==> src/rtl/axi_read_arbiter_pkg.sv <==
// rtl/axi_read_arbiter_pkg.sv - shared constants and types for the PageRank AXI read arbiter
package axi_read_arbiter_pkg;

    // Requester indices, issued as arid and returned as rid.
    localparam int RID_VERT = 0;   // vertex array
    localparam int RID_IE   = 1;   // in-edge array
    localparam int RID_PR   = 2;   // PageRank-value fetch

    localparam logic [2:0] AR_SIZE_64B   = 3'b110;
    localparam logic [7:0] AR_LEN_SINGLE = 8'd0;

    // The AR stage is a single register: empty, or holding one request until arready.
    typedef enum logic {
        AR_EMPTY = 1'b0,
        AR_HOLD  = 1'b1
    } ar_state_t;

endpackage

==> src/rtl/axi_read_arbiter_rr_arbiter.sv <==
// rtl/axi_read_arbiter_rr_arbiter.sv - round-robin arbiter with one optional strict-priority requester
//
// Ports:
//   clk, reset_n  clock, async active-low reset
//   elig          eligible mask
//   advance       grant is consumed this cycle; moves the pointer after a non-priority grant
//   grant         one-hot grant
//   grant_idx     index of the granted requester
//   grant_any     some requester is granted
module rr_arbiter #(
    parameter int N     = 3,
    parameter int PRIO  = 2,
    localparam int IDX_W = (N > 1) ? $clog2(N) : 1
) (
    input  logic             clk,
    input  logic             reset_n,
    input  logic [N-1:0]     elig,
    input  logic             advance,
    output logic [N-1:0]     grant,
    output logic [IDX_W-1:0] grant_idx,
    output logic             grant_any
);

    localparam bit PRIO_EN  = (PRIO < N);
    localparam int PRIO_IDX = PRIO_EN ? PRIO : 0;

    // Search start: one past the last non-priority grant.
    logic [IDX_W-1:0] ptr_q;
    logic [IDX_W-1:0] idx_v;

    always_comb begin
        grant     = '0;
        grant_idx = '0;
        grant_any = 1'b0;
        idx_v     = '0;
        if (PRIO_EN && elig[PRIO_IDX]) begin
            grant[PRIO_IDX] = 1'b1;
            grant_idx       = IDX_W'(PRIO_IDX);
            grant_any       = 1'b1;
        end else begin
            for (int k = 0; k < N; k++) begin
                idx_v = IDX_W'((int'(ptr_q) + k) % N);
                if (!grant_any && elig[idx_v] && !(PRIO_EN && idx_v == IDX_W'(PRIO_IDX))) begin
                    grant[idx_v] = 1'b1;
                    grant_idx    = idx_v;
                    grant_any    = 1'b1;
                end
            end
        end
    end

    always_ff @(posedge clk or negedge reset_n) begin
        if (!reset_n) begin
            ptr_q <= '0;
        end else if (advance && grant_any && !(PRIO_EN && grant_idx == IDX_W'(PRIO_IDX))) begin
            ptr_q <= IDX_W'((int'(grant_idx) + 1) % N);
        end
    end

endmodule

==> src/rtl/axi_read_arbiter.sv <==
// rtl/axi_read_arbiter.sv - shares one AXI read master between the PageRank read streams
//
// Ports:
//   clk, reset_n             clock, async active-low reset
//   req_valid/req_addr       per-requester read request and byte address (slot i = [i*ADDR_W +: ADDR_W])
//   req_ready                one-cycle pulse: request i captured this cycle
//   ar*_m                    AXI AR channel (id = requester index, 64 B single-beat, line aligned)
//   r*_m                     AXI R channel; rready_m tied high
//   rsp_valid/rsp_data       R beat steered to the requester named by rid_m
//   outstanding              per-requester in-flight count, 4 bits each
//   idle                     no AR pending and nothing in flight
//   err_rid                  sticky: R beat with unknown rid, or R last with nothing in flight
module axi_read_arbiter
    import axi_read_arbiter_pkg::*;
#(
    parameter int N_REQ    = 3,
    parameter int ADDR_W   = 64,
    parameter int DATA_W   = 512,
    parameter int MAX_OUT  = 4,
    parameter int PRIO_REQ = RID_PR
) (
    input  logic                    clk,
    input  logic                    reset_n,
    input  logic [N_REQ-1:0]        req_valid,
    input  logic [N_REQ*ADDR_W-1:0] req_addr,
    output logic [N_REQ-1:0]        req_ready,
    output logic [15:0]             arid_m,
    output logic [ADDR_W-1:0]       araddr_m,
    output logic [7:0]              arlen_m,
    output logic [2:0]              arsize_m,
    output logic                    arvalid_m,
    input  logic                    arready_m,
    input  logic [15:0]             rid_m,
    input  logic [DATA_W-1:0]       rdata_m,
    input  logic                    rlast_m,
    input  logic                    rvalid_m,
    output logic                    rready_m,
    output logic [N_REQ-1:0]        rsp_valid,
    output logic [DATA_W-1:0]       rsp_data,
    output logic [N_REQ*4-1:0]      outstanding,
    output logic                    idle,
    output logic                    err_rid
);

    localparam int CNT_W = $clog2(MAX_OUT + 1);
    localparam int IDX_W = (N_REQ > 1) ? $clog2(N_REQ) : 1;

    ar_state_t        state_q, state_d;
    logic [IDX_W-1:0] arid_q;
    logic [ADDR_W-1:0] addr_q;
    logic [ADDR_W-1:0] sel_addr;
    logic [CNT_W-1:0] count_q [N_REQ];

    logic [N_REQ-1:0] elig, grant;
    logic [IDX_W-1:0] grant_idx;
    logic             grant_any;
    logic             load_en, ar_fire, bad_dec, all_zero;

    assign arvalid_m = (state_q == AR_HOLD);
    // The AR register may be refilled when empty or when its content leaves this cycle.
    assign load_en   = !arvalid_m || arready_m;
    assign ar_fire   = arvalid_m && arready_m;

    // The held AR counts against its requester's budget until it is accepted.
    always_comb begin
        elig = '0;
        for (int i = 0; i < N_REQ; i++) begin
            elig[i] = req_valid[i] &&
                      ((int'(count_q[i]) + int'(arvalid_m && arid_q == IDX_W'(i))) < MAX_OUT);
        end
    end

    rr_arbiter #(
        .N    (N_REQ),
        .PRIO (PRIO_REQ)
    ) u_rr (
        .clk       (clk),
        .reset_n   (reset_n),
        .elig      (elig),
        .advance   (load_en),
        .grant     (grant),
        .grant_idx (grant_idx),
        .grant_any (grant_any)
    );

    always_comb begin
        sel_addr = '0;
        for (int i = 0; i < N_REQ; i++) begin
            if (grant[i]) sel_addr = req_addr[i*ADDR_W +: ADDR_W];
        end
    end

    assign req_ready = (reset_n && load_en) ? grant : '0;

    always_comb begin
        state_d = state_q;
        if (load_en) state_d = grant_any ? AR_HOLD : AR_EMPTY;
    end

    always_ff @(posedge clk or negedge reset_n) begin
        if (!reset_n) begin
            state_q <= AR_EMPTY;
            arid_q  <= '0;
            addr_q  <= '0;
        end else begin
            state_q <= state_d;
            if (load_en && grant_any) begin
                arid_q <= grant_idx;
                addr_q <= {sel_addr[ADDR_W-1:6], 6'b0};
            end
        end
    end

    // A simultaneous accept and last-beat return cancel out; a return at zero is dropped.
    always_ff @(posedge clk or negedge reset_n) begin
        if (!reset_n) begin
            for (int i = 0; i < N_REQ; i++) count_q[i] <= '0;
        end else begin
            for (int i = 0; i < N_REQ; i++) begin
                if ((ar_fire && arid_q == IDX_W'(i)) &&
                    !(rvalid_m && rlast_m && rid_m == 16'(i) && count_q[i] != '0)) begin
                    count_q[i] <= count_q[i] + 1'b1;
                end else if (!(ar_fire && arid_q == IDX_W'(i)) &&
                             (rvalid_m && rlast_m && rid_m == 16'(i) && count_q[i] != '0)) begin
                    count_q[i] <= count_q[i] - 1'b1;
                end
            end
        end
    end

    always_comb begin
        bad_dec     = 1'b0;
        all_zero    = 1'b1;
        rsp_valid   = '0;
        outstanding = '0;
        for (int i = 0; i < N_REQ; i++) begin
            if (rvalid_m && rlast_m && rid_m == 16'(i) && count_q[i] == '0) bad_dec = 1'b1;
            if (count_q[i] != '0) all_zero = 1'b0;
            rsp_valid[i]        = rvalid_m && (rid_m == 16'(i));
            outstanding[i*4 +: 4] = 4'(count_q[i]);
        end
    end

    always_ff @(posedge clk or negedge reset_n) begin
        if (!reset_n) begin
            err_rid <= 1'b0;
        end else if ((rvalid_m && rid_m >= 16'(N_REQ)) || bad_dec) begin
            err_rid <= 1'b1;
        end
    end

    assign idle     = !arvalid_m && all_zero;
    assign arid_m   = 16'(arid_q);
    assign araddr_m = addr_q;
    assign arlen_m  = AR_LEN_SINGLE;
    assign arsize_m = AR_SIZE_64B;
    assign rready_m = 1'b1;
    assign rsp_data = rdata_m;

endmodule
==> config.mk <==
export PLATFORM = sky130hd
export DESIGN_NAME = axi_read_arbiter
export DESIGN_NICKNAME = d
export VERILOG_FILES = /design/src/rtl/axi_read_arbiter_pkg.sv /design/src/rtl/axi_read_arbiter_rr_arbiter.sv /design/src/rtl/axi_read_arbiter.sv
export SDC_FILE = /design/constraint.sdc
export NUM_CORES = 1
export LEC_CHECK = 0
export BUFFER_PORTS_ARGS = -buffer_cell sky130_fd_sc_hd__buf_2
export CORE_AREA = 2 2 529 531
export CTS_BUF_LIST = sky130_fd_sc_hd__clkbuf_8
export DETAILED_ROUTE_END_ITERATION = 6
export DIE_AREA = 0 0 531 533
export PLACE_DENSITY = 0.3
export SLEW_MARGIN = 40
export SYNTH_ARGS = -nofsm -noshare
export SYNTH_HDL_FRONTEND = slang
export SYNTH_HIERARCHICAL = 1
export SYNTH_SLANG_ARGS = --single-unit
==> constraint.sdc <==
create_clock -name clk -period 3.8 [get_ports clk]
set_input_delay 0.57 -clock clk [delete_from_list [all_inputs] [get_ports clk]]
set_output_delay 0.57 -clock clk [all_outputs]
set_load 0.02 [all_outputs]
==> results of run 1 <==
## Yosys cell counts, types with 3 or more instances
library cell  count
a221oi_2         30
inv_1            11
xnor2_1           3
mux2_1            4
o21ai_1           4
nand2_1           6
nor4_1            4
buf_6             6
a221oi_1         29
o31ai_1          28
nor3_1            4
xor2_1            6
a21oi_1           3
ha_1              9
and3_1            5
dfrtp_1          73
o21ai_0          56
fa_1              3
nor2_1           11
clkbuf_1         18
nor2b_1          60
buf_2            16
nor4_2            3
mux2_2            3
buf_4           553
nand2b_1          5
nand4_1           4
o31ai_2          30
## cells by family after synthesis
kind of cell    after synthesis
buf+inv                     607
compound gates              193
simple gates                116
flops                        73
fa+ha+maj                    12
xor+xnor                      9
mux                           9
other cells                   2
## path summary, 6_finish.rpt
kind	from	to	slack [ps]	depth (start not counted)
min in group asynchronous	reset_n	araddr_m[15]$_DFFE_PN0P_	590	2
setup / recovery	arid_q[1]$_DFFE_PN0P_	req_ready[1]	230	11
hold / removal	req_addr[143]	araddr_m[15]$_DFFE_PN0P_	320	3
hold reg to reg	araddr_m[17]$_DFFE_PN0P_	araddr_m[17]$_DFFE_PN0P_	510	2
setup reg to reg	arid_q[1]$_DFFE_PN0P_	araddr_m[42]$_DFFE_PN0P_	600	14
max in group asynchronous	reset_n	arvalid_m$_DFFE_PN0N_	1790	4
## layer usage
metal / part of all wire [%] / wire length (um) / GRT usage, %
met2: 42 / 63000 / 15.2
met3: 38 / 57200 / 18.0
met1: 14 / 20800 / 4.21
met5: 0.32 / 479 / 0.304
met4: 4.9 / 7230 / 4.40
## area by class of cell
class                   instances  area (um^2)
flip-flops and latches         73         1830
diodes                         35         87.6
well taps                    3724         4660
fillers                     33000       266000
clock buffers                   9          124
clock inverters                 7          109
multi-input cells             374         3010
inverters                      13         53.8
repair buffers                301         1710
## tightest hold or removal path, cell delays in order
cell and delay (ps):
buf_2 100, nor2b_1 120, o31ai_2 70
## registers in the layout, summed over array words and instances, names as in the netlist
name,count
arid_q,2
outstanding,9
arvalid_m,1
err_rid,1
araddr_m,58
u_rr/ptr_q,2
## repair_timing
action,4_1_cts,5_1_grt
hold buffers,1,0
gates resized for setup,10,3
endpoints found under the setup margin,2,2
endpoints found under the hold margin,26,0
buffers inserted,1,2
pin swaps,1,3
## stage by stage
step,hold WS (ps),setup TNS [ps]
after floorplan,274,0
after global placement,482,0
after detailed placement,485,0
after CTS,183,0
after global routing,256,-11.3
final,320,0
## power by group
group	leakage, uW	total [uW]	switching [uW]	internal [uW]
Clock	0.000118	984	599	385
Sequential	0.000916	1370	244	1120
Combinational	0.00234	4610	3050	1570
Total	0.00337	6970	3890	3080
==> results.toml, run 1 <==
[logic_synthesis]
synthFlopType = "dfrtp_1"
ys_warn_count = 6
synthSimpleGateAreaFrac_pct = 8.06
synth_xor_area_share_pct = 0.869
synth_top_family_by_area = "buffers and inverters"
synth_seq_cells = 73
synth_compound_area_share_pct = 18.9
syn_inst = 1021
synthAdderAreaFrac_pct = 1.90
synth_area_leaders = "buf_4, dfrtp_1, a221oi_2"
async_flop_share_pct = 100
syn_area_mm2 = 0.00907
postSynthAreaPerCell_um2 = 8.88
synth_top_area_share_pct = 45.8
synth-edff-count = 0
yosysTopAreaCell = "buf_4"
synthDistinctLibCells = 52
seq_area_frac_synth_pct = 20.1
muxShareOfSynthArea_pct = 1.09

[clocking]
cts.sinks = 73
h-tree-depth = 3
cts_tree = "done"
cts_root_buf = "clkbuf_8"
cts_inserted_buffers = 9
clk_latency_ps = 560
cts_buffer_depth = 2
cts.clk_slew.worst_paths_ps = 180

[critical_path]
critPathKind = "reg -> out"
path_buf_inv = 2
worstPathRequired_ps = 3230
worst_ep_arrival_time_ps = 3000
crit_chain = "or2b_1, nor3_2, nor3b_2, nor2b_2, a21o_1, o21ai_4, mux2i_4, a21oi_4, buf_12, and3_4, buf_12"
cp_slowest_stage_delay_ps = 460
cp-end-kind = "output port"
cp_common_cell = "buf_12"
cp_top_family = "simple AND/OR/NAND/NOR gates"
worst_setup_path_start_kind = "flop"
crit_slowest_cell = "dfrtp_2"
cp_max_fo = 7

[sta]
fin_crit_ps = 3570
max_freq_ghz = 0.280
setup_slack_ps = 232
min_period_over_period_pct = 93.9
maxSlewViolCount = 0
setup_viol = 0
hold_viol_final = 0
fin_worst_skew_ps = 59.4
relSlewSlack_pct = 47.5
tightestPinTransition_ps = 787

[power]
power_density_mw_per_mm2 = 601
ir_worst_vdd_uv = 611
leakagePower_uw = 0.00337
power_uw = 6970

[floorplanning]
core_mm2 = 0.278
num_io_pins = 1353
start_util_pct = 3.26
die_x_um = 531
num_rows = 194
die_area_mm2 = 0.283
die_h_um = 533

[route]
first_pass_iters = 5
viasPerCell = 1.51
drc = 0
vias = 6864
wl_um = 149000
wl_per_cell_um = 32.8
drtAntennaViolNets = 0
drt_iter0_markers = 511

[grt]
grt_pass1_vias = 6737
grt_max_degree = 63
grt_pass1_wl_um = 164000
antenna_found_initial = 83
track_usage_pct = 10.1
overflow = 0

[finish]
layout-drive-gt1-share_pct = 51.5
final_common_cell = "buf_2"
nNetsFinal = 1512
postLayoutCellArea_mm2 = 0.0116
fin_cells = 4536
mostFrequentLayoutCells = "buf_2, dfrtp_1, nor2b_1"
utilization_pct = 4.17
area_delta_synth_final_pct = 27.8

[placement]
placed_area_mm2 = 0.0112
place.gp.congestion = 0.739
place_ws_ps = 275
io_buffers = 275
dp_hpwl_um = 138000
place_inst = 4480

[worst_hold_path]
hold_class = "in -> reg"

[outcome]
status = "completed"

[run]
cap_violations = 0
Power figures use the tool's default switching activity.
==> inputs of run 2 (changes only) <==
--- a/config.mk
+++ b/config.mk
@@ -10,7 +10,7 @@
 export CTS_BUF_LIST = sky130_fd_sc_hd__clkbuf_8
 export DETAILED_ROUTE_END_ITERATION = 6
 export DIE_AREA = 0 0 531 533
-export PLACE_DENSITY = 0.3
+export SKIP_LAST_GASP = 1
 export SLEW_MARGIN = 40
 export SYNTH_ARGS = -nofsm -noshare
 export SYNTH_HDL_FRONTEND = slang
==> constraint.sdc (replaced) <==
create_clock -name clk -period 3.8 [get_ports clk]
set_input_delay 0.76 -clock clk [delete_from_list [all_inputs] [get_ports clk]]
set_output_delay 0.76 -clock clk [all_outputs]
set_load 0.02 [all_outputs]
==> run 2 against run 1 <==
Worst hold slack gained 140 ps. Sequential share of layout area is essentially flat. Sequential power grew 7%. Via count shrank 1.9%. Critical path type unchanged. First-iteration DRC count shrank 49%. Global-route usage grew 3.3 points. Sequential cell count is the same. Cell count is essentially flat. Largest power group unchanged. Die area is the same. Clock skew grew 2.4 ps.
==> results.toml, run 2 (synthesis gave the netlist of run 1 again) <==
[critical_path]
cp_common_cell = "buf_4"
worst_setup_path_start_kind = "flop"
crit_slowest_cell = "dfrtp_1"
worstPathRequired_ps = 3040
cp-end-kind = "output port"
cp_slowest_stage_delay_ps = 400
crit_chain = "or2b_1, nor3_2, nor3b_1, buf_4, nor2b_2, a211oi_2, a211o_1, nand3_1, a21oi_4, buf_12, and3_1, buf_4"
r2r_setup_slack_ps = 320
critPathKind = "reg -> out"
worst_ep_arrival_time_ps = 3030
cp_max_fo = 3

[finish]
nNetsFinal = 1527
multi_input_area_mm2 = 0.00300
layout-drive-gt1-share_pct = 51.8
utilization_pct = 4.18
ff_latch_area_mm2 = 0.00183
largest_reg_flops = 58
mostFrequentLayoutCells = "buf_2, dfrtp_1, nor2b_1"
final_common_cell = "buf_2"
area_delta_synth_final_pct = 28.0
n_fill_cell = 33000
postLayoutCellArea_mm2 = 0.0116

[sta]
hold_viol_final = 0
fin_crit_ps = 3790
setup_slack_ps = 6.16
min_period_over_period_pct = 99.8
fin_worst_skew_ps = 61.9
setup_viol = 0
maxSlewViolCount = 0
relSlewSlack_pct = 44.6
rsz0062_at_grt = "true"
tightestPinTransition_ps = 830
max_freq_ghz = 0.264

[power]
ir_worst_vdd_uv = 517
leakagePower_uw = 0.00343
power_uw = 7490
power_density_mw_per_mm2 = 645

[clocking]
cts_tree = "done"
clk_latency_ps = 620
cts.sinks = 73
cts.clk_slew.worst_paths_ps = 150
cts_inserted_buffers = 13
cts_root_buf = "clkbuf_8"
h-tree-depth = 3
cts_buffer_depth = 3

[floorplanning]
die_x_um = 531
core_mm2 = 0.278
start_util_pct = 3.26
die_h_um = 533
num_rows = 194
die_area_mm2 = 0.283
num_io_pins = 1353

[grt]
grt_max_degree = 83
overflow = 0
grt_pass1_vias = 6601
track_usage_pct = 13.5
grt_pass1_wl_um = 212000
antenna_found_initial = 47

[route]
viasPerCell = 1.48
drtAntennaViolNets = 0
vias = 6731
drt_iter0_markers = 263
drc = 0
first_pass_iters = 4
wl_um = 198000
wl_per_cell_um = 43.6

[placement]
place_ws_ps = 45.0
placed_area_mm2 = 0.0112
dp_hpwl_um = 191000
place.gp.congestion = 0.820
io_buffers = 275

[run]
cap_violations = 0

[outcome]
status = "completed"

[worst_hold_path]
hold_class = "in -> reg"
[run 2: cell count changes in the layout (fill, tap and decap cells not counted), moves of 2 or more]
cell	before	now
clkbuf_8	9	15
dfrtp_2	2	0
buf_4	16	30
buf_12	10	7
diode_2	35	22
inv_6	2	0
inv_8	2	0
dfrtp_1	71	73
clkinv_2	0	2
[run 2: area by class of cell]
| class | instances | area share [%] |
|---|---|---|
| Multi-Input combinational cell | 374 | 25.8 |
| Clock inverter | 2 | 0.302 |
| Sequential cell | 73 | 15.7 |
| Timing Repair Buffer | 312 | 15.3 |
| Tap cell | 3724 | 40.1 |
| Inverter | 13 | 0.453 |
| Clock buffer | 15 | 1.78 |
| Antenna cell | 22 | 0.474 |
[run 2: what timing repair did]
| item | CTS | global route |
|---|---|---|
| hold endpoints to repair | 4 | 0 |
| endpoints found under the setup margin | 2 | 2 |
| gates cloned | 0 | 0 |
| setup buffers | 5 | 3 |
| hold buffers | 1 | 0 |
| pin swaps | 2 | 3 |
| gates resized for setup | 7 | 2 |
[run 2: worst paths after layout]
path                                     startpoint                          to  cells after the start
setup / recovery              arid_q[1]$_DFFE_PN0P_                req_ready[1]                     12
hold / removal                        req_addr[148]    araddr_m[20]$_DFFE_PN0P_                      3
setup reg to reg              arid_q[1]$_DFFE_PN0P_    araddr_m[12]$_DFFE_PN0P_                     15
hold reg to reg            araddr_m[54]$_DFFE_PN0P_    araddr_m[54]$_DFFE_PN0P_                      2
max in group asynchronous                   reset_n  outstanding[5]$_DFFE_PN0P_                      4
min in group asynchronous                   reset_n    araddr_m[33]$_DFFE_PN0P_                      2
[run 2: power by group]
part	switching, uW	internal [uW]	total, uW	leakage, uW
combinational	3510	1550	5060	0.00239
sequential	335	1120	1460	0.000918
clock	544	426	970	0.000126
[run 2: stage by stage]
step | hold WS, ps | instances | setup TNS (ps)
after floorplan | 464 | 1054 | 0
after global placement | 490 | 4488 | 0
after detailed placement | 499 | 4489 | 0
after CTS | 293 | 4511 | -398
after global routing | 361 | 4527 | -284
final | 456 | 4535 | 0
[run 2: worst max-delay path: cells and delay by family, from the launching register on]
family	cells	cell delay (ps)
AOI/OAI and AO/OA	3	630
DFF	1	400
buffers and inverters	3	450
and+or+nand+nor	6	940
[run 2: routing by layer]
layer / vias up / share of wire [%] / global-route usage (%)
met5: - / 0 / 0.0338
met4: 0 / 4.7 / 5.73
met3: 228 / 43 / 27.2
met2: 1426 / 39 / 18.8
met1: 2637 / 13 / 4.85
li1: 2440 / - / -
